[src/rtl/demux_pkg.sv]
// Shared types and constants for the 4-channel TDM demultiplexer.
package demux_pkg;

  localparam int N_CH  = 4;
  localparam int W_DEF = 4;

  typedef enum logic {IDLE, RECV} state_t;
  typedef logic [1:0] slot_t;

endpackage

[src/rtl/demux_timeout.sv]
// Mid-frame idle watchdog; only instantiated when DEMUX_TIMEOUT_EN is defined.
module demux_timeout
  import demux_pkg::*;
#(
  parameter int TIMEOUT = 15
) (
  input  logic clk,
  input  logic rst_n,
  input  logic run_i,
  input  logic valid_i,
  output logic expire_o
);

  localparam int CW = $clog2(TIMEOUT + 1);

  logic [CW-1:0] cnt_q, cnt_d;

  // Fires on the idle cycle that would bring the count to TIMEOUT.
  assign expire_o = run_i && !valid_i && (cnt_q == CW'(TIMEOUT - 1));

  always_comb begin
    cnt_d = cnt_q;
    if (!run_i || valid_i || expire_o) begin
      cnt_d = '0;
    end else begin
      cnt_d = cnt_q + 1'b1;
    end
  end

  always_ff @(posedge clk or negedge rst_n) begin
    if (!rst_n) begin
      cnt_q <= '0;
    end else begin
      cnt_q <= cnt_d;
    end
  end

endmodule

[src/rtl/demux4_tdm.sv]
// 4-slot TDM receiver: stages slots 0..2 and publishes A..D atomically on frame end.
// Optional mid-frame idle abort is enabled by defining DEMUX_TIMEOUT_EN.
module demux4_tdm
  import demux_pkg::*;
#(
  parameter int W       = W_DEF,
  parameter int TIMEOUT = 15
) (
  input  logic         clk,
  input  logic         rst_n,
  input  logic [W-1:0] din,
  input  logic         valid,
  input  logic         sof,
  output logic [W-1:0] A,
  output logic [W-1:0] B,
  output logic [W-1:0] C,
  output logic [W-1:0] D,
  output logic         frame_valid,
  output slot_t        slot,
  output logic         err
);

  state_t       state_q, state_d;
  slot_t        slot_q, slot_d;
  logic [W-1:0] stage_q [N_CH-1];
  logic [W-1:0] stage_d [N_CH-1];
  logic [W-1:0] a_q, b_q, c_q, d_q;
  logic [W-1:0] a_d, b_d, c_d, d_d;
  logic         fv_q, fv_d;
  logic         err_q, err_d;
  logic         timeout_hit;

`ifdef DEMUX_TIMEOUT_EN
  demux_timeout #(.TIMEOUT(TIMEOUT)) u_timeout (
    .clk      (clk),
    .rst_n    (rst_n),
    .run_i    (state_q == RECV),
    .valid_i  (valid),
    .expire_o (timeout_hit)
  );
`else
  assign timeout_hit = 1'b0;
`endif

  always_comb begin
    state_d = state_q;
    slot_d  = slot_q;
    stage_d = stage_q;
    a_d     = a_q;
    b_d     = b_q;
    c_d     = c_q;
    d_d     = d_q;
    fv_d    = 1'b0;
    err_d   = 1'b0;
    case (state_q)
      IDLE: begin
        if (valid && sof) begin
          stage_d[0] = din;
          slot_d     = 2'd1;
          state_d    = RECV;
        end
      end
      RECV: begin
        // A premature sof restarts the frame in place rather than dropping to IDLE.
        if (valid && sof) begin
          err_d      = 1'b1;
          stage_d[0] = din;
          slot_d     = 2'd1;
        end else if (valid) begin
          if (slot_q == 2'd3) begin
            a_d     = stage_q[0];
            b_d     = stage_q[1];
            c_d     = stage_q[2];
            d_d     = din;
            fv_d    = 1'b1;
            slot_d  = 2'd0;
            state_d = IDLE;
          end else begin
            stage_d[slot_q] = din;
            slot_d          = slot_q + 2'd1;
          end
        end else if (timeout_hit) begin
          err_d   = 1'b1;
          slot_d  = 2'd0;
          state_d = IDLE;
        end
      end
    endcase
  end

  always_ff @(posedge clk or negedge rst_n) begin
    if (!rst_n) begin
      state_q <= IDLE;
      slot_q  <= '0;
      stage_q <= '{default: '0};
      a_q     <= '0;
      b_q     <= '0;
      c_q     <= '0;
      d_q     <= '0;
      fv_q    <= 1'b0;
      err_q   <= 1'b0;
    end else begin
      state_q <= state_d;
      slot_q  <= slot_d;
      stage_q <= stage_d;
      a_q     <= a_d;
      b_q     <= b_d;
      c_q     <= c_d;
      d_q     <= d_d;
      fv_q    <= fv_d;
      err_q   <= err_d;
    end
  end

  assign A           = a_q;
  assign B           = b_q;
  assign C           = c_q;
  assign D           = d_q;
  assign frame_valid = fv_q;
  assign slot        = slot_q;
  assign err         = err_q;

endmodule

[config.mk]
export PLATFORM = sky130hd
export DESIGN_NAME = demux4_tdm
export DESIGN_NICKNAME = d
export VERILOG_FILES = /design/src/rtl/demux_pkg.sv /design/src/rtl/demux_timeout.sv /design/src/rtl/demux4_tdm.sv
export SDC_FILE = /design/constraint.sdc
export NUM_CORES = 1
export LEC_CHECK = 0
export ABC_CLOCK_PERIOD_IN_PS = 3600
export BUFFER_PORTS_ARGS = -buffer_cell sky130_fd_sc_hd__buf_2
export CORE_UTILIZATION = 58
export DETAILED_ROUTE_END_ITERATION = 8
export GPL_TIMING_DRIVEN = 0
export PLACE_DENSITY = 0.92
export REMOVE_ABC_BUFFERS = 1
export SLEW_MARGIN = 20
export SYNTH_ARGS = -nofsm -noshare
export SYNTH_HDL_FRONTEND = slang
export SYNTH_HIERARCHICAL = 1
export SYNTH_SLANG_ARGS = --single-unit
[constraint.sdc]
create_clock -name clk -period 3.6 [get_ports clk]
set_input_delay 0 -clock clk [delete_from_list [all_inputs] [get_ports clk]]
set_output_delay 0 -clock clk [all_outputs]
set_load 0.1 [all_outputs]
==> metrics <==
outcome=complete, no violations; Die Wd=52.5 um; Clock Root Buffer=clkbuf_4; clock tree from TritonCTS=done; Synth Instances=112; Starting Density=0.644; Max Slew Vio Count=0; skew final=0.00655 ns; CP required=3.81 ns; largest net degree at the start of global routing=34; RSZ-0062 raised after global routing=false; Slew Limit Headroom=0.348; clock latency on the worst-skew pair=0.33 ns; R2R Setup Slk=1.37 ns; most common cell after layout, fill and taps aside=dfrtp_1; worst setup path startpoint=slot[0]; Tmin final=2.23 ns; routability cong.=0.797; total global-route track usage=0.241; CTS H-Tree Depth=2; antenna violations before repair=0; worst-margin pin slew=0.972 ns; Avg Cell Area, Syn=13.2 sq um; final setup TNS=0 ns; DRT Pass-1 Iters=5; CP startpoint kind=flip-flop; Ant. Diodes=0; worst reg2reg path startpoint=slot[0]; CTS sink count=33; DRT iter0 DRCs=12; clock buffer depth=2; end of the critical path=C[2]; FP Rows=17; first-pass GRT wire length=4.53 mm; most frequent cells in the layout=dfrtp_1, buf_2, mux2_2; synth warn=6; crit path DAT=2.45 ns; final hold vios=0; placed cell count=162; CP endpoint kind=flip-flop; Layout Cells excl Fill=174; vias in the first global route=978; cell area after synthesis=0.00148 sq mm; nets@finish=159; Reg2Reg Capture Point=C[2]; Routed wire per std cell=15.5 um; Final Setup Violations=0; I/O pins=28; Max Cap Violations=0; Die ar.=0.00276 sq mm; die extent in y=52.5 um; post-DP HPWL=1.79 mm; cts bufs inserted=5; Hold WC Path Type=primary input to flip-flop; Area Overhead vs Synth=16.8%; WS Path Type=flip-flop to flip-flop; Seq/Total Area, Yosys=0.558; drt via density=5.58; Tcrit/Tclk final=0.621; total grt overflow=0; IO buf count=27; post-route ant nets=0; Reg clk slew, reported paths=0.09 ns; max frequency=447 MHz; FF-to-FF path depth=3; Yosys cell types=25; DRC viols=0; number of synthesized register bits=33; vias=971; layout cells sized above 1=0.390; crit-path max FO=20; core area=0.00230 sq mm; DRT Wirelength=2.70 mm
state kept, by name, indices dropped and copies added, names as in the netlist:
register     count
B                4
slot             2
stage_q         12
frame_valid      1
state_q          1
D                4
C                4
err              1
A                4
synth_stat cells (all sizes together):
cell type,instances,area [sq um]
buf,4,22.5
dfrtp,33,826
inv,6,22.5
nor2,1,3.75
nand4b,1,8.76
nand3,3,15.0
and4bb,1,16.3
and3,1,6.26
nand2,7,41.3
a31oi,1,6.26
nor4bb,2,20.0
mux2,21,267
ha,5,62.6
clkbuf,1,3.75
o21ai,8,40.0
o21a,1,7.51
o22ai,1,6.26
a22o,2,17.5
nand2b,4,25.0
o211ai,3,22.5
nor2b,5,31.3
o21bai,1,7.51
critical path, cell delays in order (launching register included):
cell	delay (ns)
dfrtp_1	0.46
ha_1	0.28
nand4b_1	0.78
mux2_2	0.59
timing repair:
| item | CTS | global route |
|---|---|---|
| hold endpoints to repair | 45 | 0 |
| resized for setup | 0 | 0 |
| setup buffers | 0 | 0 |
| hold buffers | 5 | 0 |
kinds of logic (layout without fill, tap and decap cells):
group                      after synthesis  after routing  synth area share
DFF                                     33             33             0.558
and+or+nand+nor                         25             25             0.113
muxes                                   21             21             0.180
AOI/OAI and AO/OA                       17             17            0.0728
buffers and inverters                   11             45            0.0330
adders and majority gates                5              5            0.0423
worst min path at each step:
stage          cells past startpoint  slack (ns)          to   from
2_1_floorplan                      0       -0.30        A[0]  rst_n
3_3_place_gp                       1        0.08        B[2]  rst_n
3_5_place_dp                       1        0.08  stage_q[6]  rst_n
4_1_cts                            2       0.006     slot[1]    sof
5_1_grt                            2       0.009     slot[1]    sof
6_report                           2       0.005     slot[1]    sof
layer usage:
layer	part of all wire	up-vias	routed length, um	global-route usage
li1	-	456	-	-
met1	0.45	472	1210	0.290
met2	0.48	35	1310	0.392
met3	0.050	8	136	0.0957
met4	0.017	0	47	0.0789
met5	0	-	0	0
stage by stage:
stage / instance area, sq um / worst slack, ns / hold WS [ns] / utilization
2_1_floorplan: 1450 / 1.11 / -0.296 / -
3_3_place_gp: 1620 / 1.44 / 0.0769 / 0.706
3_5_place_dp: 1620 / 1.37 / 0.0838 / 0.706
4_1_cts: 1730 / 1.35 / 0.00582 / 0.752
5_1_grt: 1730 / 1.18 / 0.00942 / 0.752
6_report: 1730 / 1.37 / 0.00523 / 0.752
area by class of cell:
cell class                 count  area (sq um)
multi-input combinational     68           604
clock buffer                   7          55.1
fill                         165           569
sequential                    33           826
timing repair buffer          32           185
inverter                       6          22.5
tap                           28          35.0
Power is not shown: default switching activity piles up to over one toggle a cycle in this logic, so the estimate is an artifact.
